===== src/rtl/usb_pid_decoder_pkg.sv =====
// Shared USB receive-path definitions: PID class and code constants, PID
// decoder FSM states, and the complement-nibble check.
package usb_pkg;

    typedef enum logic [1:0] {
        PT_SPECIAL   = 2'b00,
        PT_TOKEN     = 2'b01,
        PT_HANDSHAKE = 2'b10,
        PT_DATA      = 2'b11
    } pid_type_t;

    localparam logic [3:0] PID_OUT   = 4'b0001;
    localparam logic [3:0] PID_IN    = 4'b1001;
    localparam logic [3:0] PID_SOF   = 4'b0101;
    localparam logic [3:0] PID_SETUP = 4'b1101;
    localparam logic [3:0] PID_DATA0 = 4'b0011;
    localparam logic [3:0] PID_DATA1 = 4'b1011;
    localparam logic [3:0] PID_ACK   = 4'b0010;
    localparam logic [3:0] PID_NAK   = 4'b1010;
    localparam logic [3:0] PID_STALL = 4'b1110;
    localparam logic [3:0] PID_PRE   = 4'b1100;

    typedef enum logic [1:0] {
        IDLE     = 2'd0,
        SHIFT    = 2'd1,
        HOLD_OK  = 2'd2,
        HOLD_ERR = 2'd3
    } pid_state_t;

    // The upper nibble of a PID byte carries the one's complement of the code.
    function automatic logic pid_complement_ok(input logic [7:0] pid_byte);
        return pid_byte[7:4] == ~pid_byte[3:0];
    endfunction

endpackage


===== src/rtl/usb_pid_decoder_if.sv =====
// Signal bundle between the bit-unstuffer / packet FSM (master) and the PID
// decoder (slave).
interface usb_pid_if #(
    parameter int CNT_W = 8
);
    import usb_pkg::*;

    // Handshake: s_in is consumed only in cycles where bit_valid is high; there
    // is no backpressure. start_decode marks the first bit and must coincide
    // with bit_valid. A decode result is held (pid_checked) until end_pid.
    logic             start_decode;
    logic             s_in;
    logic             bit_valid;
    logic             end_pid;
    logic             cnt_clr;
    logic             pid_checked;
    logic             pid_valid;
    logic [3:0]       pid_code;
    pid_type_t        pid_type;
    logic             err_complement;
    logic             err_unsupported;
    logic             err_truncated;
    logic [CNT_W-1:0] err_count;
    pid_state_t       dbg_state;

    modport master (
        output start_decode, s_in, bit_valid, end_pid, cnt_clr,
        input  pid_checked, pid_valid, pid_code, pid_type, err_complement,
               err_unsupported, err_truncated, err_count, dbg_state
    );

    modport slave (
        input  start_decode, s_in, bit_valid, end_pid, cnt_clr,
        output pid_checked, pid_valid, pid_code, pid_type, err_complement,
               err_unsupported, err_truncated, err_count, dbg_state
    );

endinterface


===== src/rtl/usb_pid_decoder_sat_counter.sv =====
// Saturating up-counter; clear wins over a same-cycle increment.
module sat_counter #(
    parameter int W = 8
) (
    input  logic         clk,
    input  logic         rst,
    input  logic         clr,
    input  logic         en,
    output logic [W-1:0] count
);

    always_ff @(posedge clk) begin
        if (rst || clr) begin
            count <= '0;
        end else if (en && (count != '1)) begin
            count <= count + 1'b1;
        end
    end

endmodule


===== src/rtl/usb_pid_decoder.sv =====
// Deserialises the 8-bit USB PID field, checks the complement nibble and the
// accepted-code mask, and holds the registered result until end_pid.
module usb_pid_decoder
    import usb_pkg::*;
#(
    parameter logic [15:0] ALLOWED_MASK = 16'hFFFE,
    parameter int          CNT_W        = 8
) (
    input logic       clk,
    input logic       rst,
    usb_pid_if.slave  bus
);

    pid_state_t state_q, state_d;
    logic [3:0] bit_cnt_q, bit_cnt_d;
    logic [7:0] byte_q, byte_d;

    logic       checked_q, checked_d;
    logic       valid_q, valid_d;
    logic [3:0] code_q, code_d;
    logic       ecomp_q, ecomp_d;
    logic       eunsup_q, eunsup_d;
    logic       etrunc_q, etrunc_d;
    logic       err_event;

    // State register; every output is registered here as well.
    always_ff @(posedge clk) begin
        if (rst) begin
            state_q   <= IDLE;
            bit_cnt_q <= 4'd0;
            byte_q    <= 8'd0;
            checked_q <= 1'b0;
            valid_q   <= 1'b0;
            code_q    <= 4'd0;
            ecomp_q   <= 1'b0;
            eunsup_q  <= 1'b0;
            etrunc_q  <= 1'b0;
        end else begin
            state_q   <= state_d;
            bit_cnt_q <= bit_cnt_d;
            byte_q    <= byte_d;
            checked_q <= checked_d;
            valid_q   <= valid_d;
            code_q    <= code_d;
            ecomp_q   <= ecomp_d;
            eunsup_q  <= eunsup_d;
            etrunc_q  <= etrunc_d;
        end
    end

    // Next state; end_pid in SHIFT aborts even if it coincides with the last bit.
    always_comb begin
        state_d   = state_q;
        bit_cnt_d = bit_cnt_q;
        byte_d    = byte_q;
        unique case (state_q)
            IDLE: begin
                if (bus.start_decode && bus.bit_valid) begin
                    state_d   = SHIFT;
                    bit_cnt_d = 4'd1;
                    byte_d    = {7'd0, bus.s_in};
                end
            end
            SHIFT: begin
                if (bus.end_pid) begin
                    state_d   = IDLE;
                    bit_cnt_d = 4'd0;
                end else if (bus.bit_valid) begin
                    byte_d[bit_cnt_q[2:0]] = bus.s_in;
                    bit_cnt_d              = bit_cnt_q + 4'd1;
                    if (bit_cnt_q == 4'd7) begin
                        state_d = (pid_complement_ok(byte_d) && ALLOWED_MASK[byte_d[3:0]])
                                  ? HOLD_OK : HOLD_ERR;
                    end
                end
            end
            HOLD_OK, HOLD_ERR: begin
                if (bus.end_pid) begin
                    state_d   = IDLE;
                    bit_cnt_d = 4'd0;
                end
            end
            default: state_d = IDLE;
        endcase
    end

    // Output values for the next cycle, derived from the transition taken.
    always_comb begin
        checked_d = (state_d == HOLD_OK) || (state_d == HOLD_ERR);
        valid_d   = (state_d == HOLD_OK);
        code_d    = checked_d ? byte_d[3:0] : 4'd0;
        ecomp_d   = (state_d == HOLD_ERR) && !pid_complement_ok(byte_d);
        eunsup_d  = (state_d == HOLD_ERR) && pid_complement_ok(byte_d);
        etrunc_d  = (state_q == SHIFT) && bus.end_pid;
        err_event = etrunc_d || ((state_q == SHIFT) && (state_d == HOLD_ERR));
    end

    sat_counter #(.W(CNT_W)) u_err_cnt (
        .clk   (clk),
        .rst   (rst),
        .clr   (bus.cnt_clr),
        .en    (err_event),
        .count (bus.err_count)
    );

    assign bus.pid_checked     = checked_q;
    assign bus.pid_valid       = valid_q;
    assign bus.pid_code        = code_q;
    assign bus.pid_type        = pid_type_t'(code_q[1:0]);
    assign bus.err_complement  = ecomp_q;
    assign bus.err_unsupported = eunsup_q;
    assign bus.err_truncated   = etrunc_q;
    assign bus.dbg_state       = state_q;

endmodule

===== src/flat_wrapper.sv =====
// flat-port wrapper written by rule: the top's interface ports become plain ports
module usb_pid_decoder_flat import usb_pkg::*;
#(
    parameter logic [15:0] ALLOWED_MASK = 16'hFFFE,
    parameter int          CNT_W        = 8
)
  (clk, rst, bus_start_decode, bus_s_in, bus_bit_valid, bus_end_pid, bus_cnt_clr, bus_pid_checked, bus_pid_valid, bus_pid_code, bus_pid_type, bus_err_complement, bus_err_unsupported, bus_err_truncated, bus_err_count, bus_dbg_state);
  usb_pid_if #(.CNT_W(CNT_W)) bus_i ();
  input logic clk;
  input logic rst;
  input wire logic [$bits(bus_i.start_decode)-1:0] bus_start_decode;
  input wire logic [$bits(bus_i.s_in)-1:0] bus_s_in;
  input wire logic [$bits(bus_i.bit_valid)-1:0] bus_bit_valid;
  input wire logic [$bits(bus_i.end_pid)-1:0] bus_end_pid;
  input wire logic [$bits(bus_i.cnt_clr)-1:0] bus_cnt_clr;
  output wire logic [$bits(bus_i.pid_checked)-1:0] bus_pid_checked;
  output wire logic [$bits(bus_i.pid_valid)-1:0] bus_pid_valid;
  output wire logic [$bits(bus_i.pid_code)-1:0] bus_pid_code;
  output wire logic [$bits(bus_i.pid_type)-1:0] bus_pid_type;
  output wire logic [$bits(bus_i.err_complement)-1:0] bus_err_complement;
  output wire logic [$bits(bus_i.err_unsupported)-1:0] bus_err_unsupported;
  output wire logic [$bits(bus_i.err_truncated)-1:0] bus_err_truncated;
  output wire logic [$bits(bus_i.err_count)-1:0] bus_err_count;
  output wire logic [$bits(bus_i.dbg_state)-1:0] bus_dbg_state;
  assign bus_i.start_decode = bus_start_decode;
  assign bus_i.s_in = bus_s_in;
  assign bus_i.bit_valid = bus_bit_valid;
  assign bus_i.end_pid = bus_end_pid;
  assign bus_i.cnt_clr = bus_cnt_clr;
  assign bus_pid_checked = bus_i.pid_checked;
  assign bus_pid_valid = bus_i.pid_valid;
  assign bus_pid_code = bus_i.pid_code;
  assign bus_pid_type = bus_i.pid_type;
  assign bus_err_complement = bus_i.err_complement;
  assign bus_err_unsupported = bus_i.err_unsupported;
  assign bus_err_truncated = bus_i.err_truncated;
  assign bus_err_count = bus_i.err_count;
  assign bus_dbg_state = bus_i.dbg_state;
  usb_pid_decoder #(.ALLOWED_MASK(ALLOWED_MASK), .CNT_W(CNT_W)) u_core (.clk(clk), .rst(rst), .bus(bus_i));
endmodule

===== config.mk =====
export PLATFORM = sky130hd
export DESIGN_NAME = usb_pid_decoder_flat
export DESIGN_NICKNAME = d
export VERILOG_FILES = /design/src/rtl/usb_pid_decoder_pkg.sv /design/src/rtl/usb_pid_decoder_if.sv /design/src/rtl/usb_pid_decoder_sat_counter.sv /design/src/rtl/usb_pid_decoder.sv /design/src/flat_wrapper.sv
export SDC_FILE = /design/constraint.sdc
export NUM_CORES = 1
export LEC_CHECK = 0
export ABC_CLOCK_PERIOD_IN_PS = 2900
export BUFFER_PORTS_ARGS = -buffer_cell sky130_fd_sc_hd__buf_2
export CAP_MARGIN = 15
export CORE_UTILIZATION = 56
export DETAILED_ROUTE_END_ITERATION = 8
export GPL_TIMING_DRIVEN = 0
export PLACE_DENSITY_LB_ADDON = 0.15
export SYNTH_ARGS = -nofsm -noshare
export SYNTH_HDL_FRONTEND = slang
export SYNTH_HIERARCHICAL = 1
export SYNTH_SLANG_ARGS = --single-unit

===== constraint.sdc =====
create_clock -name clk -period 2.9 [get_ports clk]
set_input_delay 0.58 -clock clk [delete_from_list [all_inputs] [get_ports clk]]
set_output_delay 0.58 -clock clk [all_outputs]
set_load 0.05 [all_outputs]

==> impl_results.md <==
- Combinational Power Share: 0.129
- CP Capture Type: register
- Synth Register Bits: 30
- Yosys Warn Count: 6
- I/O pins: 28
- CTS max path bufs: 2
- Diodes inserted: 0
- PwrDens: 365 nW/µm²
- HP Class: in2reg
- CTS tree: yes
- Post-synth top area share: 0.319
- Mapped Avg Cell Area: 8.16 µm²
- Final period utilization: 0.960
- Final WL: 4.41 mm
- Cell row count: 20
- Largest net degree at the start of global routing: 11
- Nets: 271
- Post-DP HPWL: 3.22 mm
- Share of cells above drive strength 1: 0.224
- Clock latency on the worst-skew pair: 0.33 ns
- Main synth FF type: dfxtp_1
- Die height: 60.0 µm
- Final Max Tran Viols: 0
- Vias: 1,824
- CP required: 3.16 ns
- Clock share of power: 0.331
- Hold Violations, Final: 0
- Worst path arrival time: 3.04 ns
- Lkg Pwr: 0.000867 µW
- Post-synth top area cell: dfxtp_1
- Critical path peak fanout: 10
- Number of flops mapped to enable cells by yosys: 0
- Final Critical Period: 2.78 ns
- Routed vias/inst: 5.94
- Switching pwr: 205 µW
- Total chip power: 777 µW
- Gp weighted congestion: 0.921
- Clock root buffer: clkbuf_4
- Worst Tran Pin Value: 0.476 ns
- Seq/Total Area, Yosys: 0.319
- Yosys cell types: 62
- Max-cap viol count: 0
- Final setup fails: 0
- P_int: 573 µW
- # port buffers: 25
- Flop pwr share: 0.540
- Num CTS Buffers: 5
- Die area: 3600 µm²
- Grt total ovfl: 0
- Initial DRC count: 188
- Vias in the first global route: 1,546
- CTS resizes: 0
- Core area: 3130 µm²
- Worst VDD drop: 0.351 mV
- Final setup skew: 0.0172 ns
- Synth Cell Area: 1890 µm²
- Critical path class: reg2reg
- Slew HR: 0.681
- First-pass GRT wire length: 7.11 mm
- Residual DRC: 0
- Synth Net Count: 240
- Layout Area Growth over Synthesis: 13.0%
- Hold_ws: 0.480 ns
- Layout fillers: 285
- WL/cell: 14.4 µm
- # Post-CTS Setup Buffers: 0
- FMAX: 359 MHz
- Clk sinks: 30
- Status: finished, final reports clean
- Synth top area cells: dfxtp_1 32%, mux2i_1 6.4%, nor2_1 5.0%, a21oi_1 3.7%, nand2_1 3.6%
- First-pass DRT Iterations: 4
- Worst setup SP type: register
- Worst-path clk slew: 0.10 ns
- Initial antenna violation count: 0
- Die X: 60.0 µm
- # H-tree levels: 2
- CTS Hold Buffers Added: 0
- Tot GR Track Use: 0.266
- DRT antenna net count: 0
- Sw Share: 0.263
- Syn Inst Count: 231
- Starting density of the core: 0.603
- Asr flop ratio synth: 0
## critical path: stages (launching register included)
cell	delay (ns)
dfxtp_1	0.32
buf_2	0.17
clkbuf_2	0.21
nor3b_2	0.23
mux2i_1	0.29
o21a_1	0.18
o221ai_1	0.12
nand3_1	0.22
a32o_2	0.22
and4_1	0.31
a21boi_0	0.25
mux2i_1	0.20
## cells in the final DEF (no fill, tap or decap), types with 3 or more instances in the layout
| master | count |
|---|---|
| a21oi_1 | 14 |
| a31oi_1 | 3 |
| and3_1 | 4 |
| and4_1 | 3 |
| buf_2 | 32 |
| buf_4 | 4 |
| clkbuf_1 | 6 |
| clkbuf_4 | 5 |
| dfxtp_1 | 30 |
| inv_1 | 4 |
| mux2i_1 | 12 |
| nand2_1 | 18 |
| nand3_1 | 7 |
| nand4_1 | 3 |
| nor2_1 | 25 |
| nor2b_1 | 8 |
| nor3_1 | 3 |
| o21ai_0 | 10 |
| or3_1 | 4 |
| xnor2_1 | 4 |
| xor2_1 | 4 |
## metrics by stage
stage	TNS, ns	instances	cell area [µm²]	util	setup slack [ns]
CTS	0	308	2130	0.680	0.0204
global route	-0.0357	307	2130	0.681	-0.0183
finish	0	307	2130	0.681	0.115
global placement	-0.229	300	2070	0.660	-0.115
floorplan	0	231	1890	-	0.215
detailed placement	-0.213	300	2070	0.660	-0.106
## cells by family after synthesis
| kind of cell | share of synthesized area |
|---|---|
| AND/OR/NAND/NOR | 0.268 |
| AO/OA/AOI/OAI | 0.219 |
| flip-flops | 0.319 |
| buffers and inverters | 0.0664 |
| multiplexers | 0.0776 |
| XOR/XNOR | 0.0372 |
| adder cells (fa/ha/maj) | 0.0133 |
## layout make-up
type | instances | area (µm²) | area share
Sequential cell | 30 | 601 | 0.282
Buffer | 19 | 105 | 0.0493
Timing Repair Buffer | 25 | 125 | 0.0587
Inverter | 5 | 18.8 | 0.00881
Clock buffer | 7 | 55.1 | 0.0258
Multi-Input combinational cell | 176 | 1170 | 0.547
Clock inverter | 1 | 5.00 | 0.00235
Tap cell | 44 | 55.1 | 0.0258
## power groups by stage
stage               clock, µW  combinational [µW]  sequential, µW
floorplan                   0                69.6             434
global placement            0                97.3             429
detailed placement          0                97.5             429
CTS                       263                98.1             420
global route              289                 110             421
finish                    257                 100             420
## cells in the mapped netlist, types with 2 or more instances
cell,number
or4_1,2
inv_1,4
a32oi_1,2
mux2i_1,12
a31oi_1,3
nor3_1,3
a21oi_1,14
o21a_1,2
and3b_1,2
buf_4,4
a31o_2,2
nand2_1,18
nor4b_1,2
and4_1,3
nor2b_1,8
o211ai_1,2
xnor2_1,4
and3_1,4
or3_1,4
nor3b_1,2
o2bb2ai_1,2
nand3_1,7
clkbuf_1,8
ha_1,2
o211a_1,2
dfxtp_1,30
a221oi_1,2
buf_2,7
nand4_1,3
xor2_1,4
nor2_1,25
a22oi_1,2
o21ai_0,10
o22ai_1,2
## sequential cells by signal (all words and copies together) (netlist names)
register,cells
u_core/byte_q,8
u_core/u_err_cnt/count,8
u_core/bit_cnt_q,4
u_core/bus.pid_code,4
u_core/bus.dbg_state,2
u_core/bus.err_complement,1
u_core/bus.err_truncated,1
u_core/bus.err_unsupported,1
u_core/bus.pid_valid,1
## worst paths after layout
kind / slack [ns] / depth (start not counted) / to / from
worst max-delay path: 0.12 / 11 / u_core/u_err_cnt/count[3]$_SDFFE_PP0P_ / u_core/bit_cnt_q[1]$_SDFFE_PP0P_
worst min-delay path: 0.48 / 2 / u_core/u_err_cnt/count[2]$_SDFFE_PP0P_ / bus_cnt_clr
worst min register to register: 0.51 / 2 / u_core/u_err_cnt/count[0]$_SDFFE_PP0P_ / u_core/u_err_cnt/count[0]$_SDFFE_PP0P_
worst max register to register: 0.12 / 11 / u_core/u_err_cnt/count[3]$_SDFFE_PP0P_ / u_core/bit_cnt_q[1]$_SDFFE_PP0P_
## layer usage
layer	GRT usage	vias up	share of wire
met2	0.402	65	0.46
met1	0.369	835	0.47
met4	0.0797	0	0.015
met5	0	-	0
li1	-	912	-
met3	0.0693	12	0.049
(Power assumes the default switching activity.)
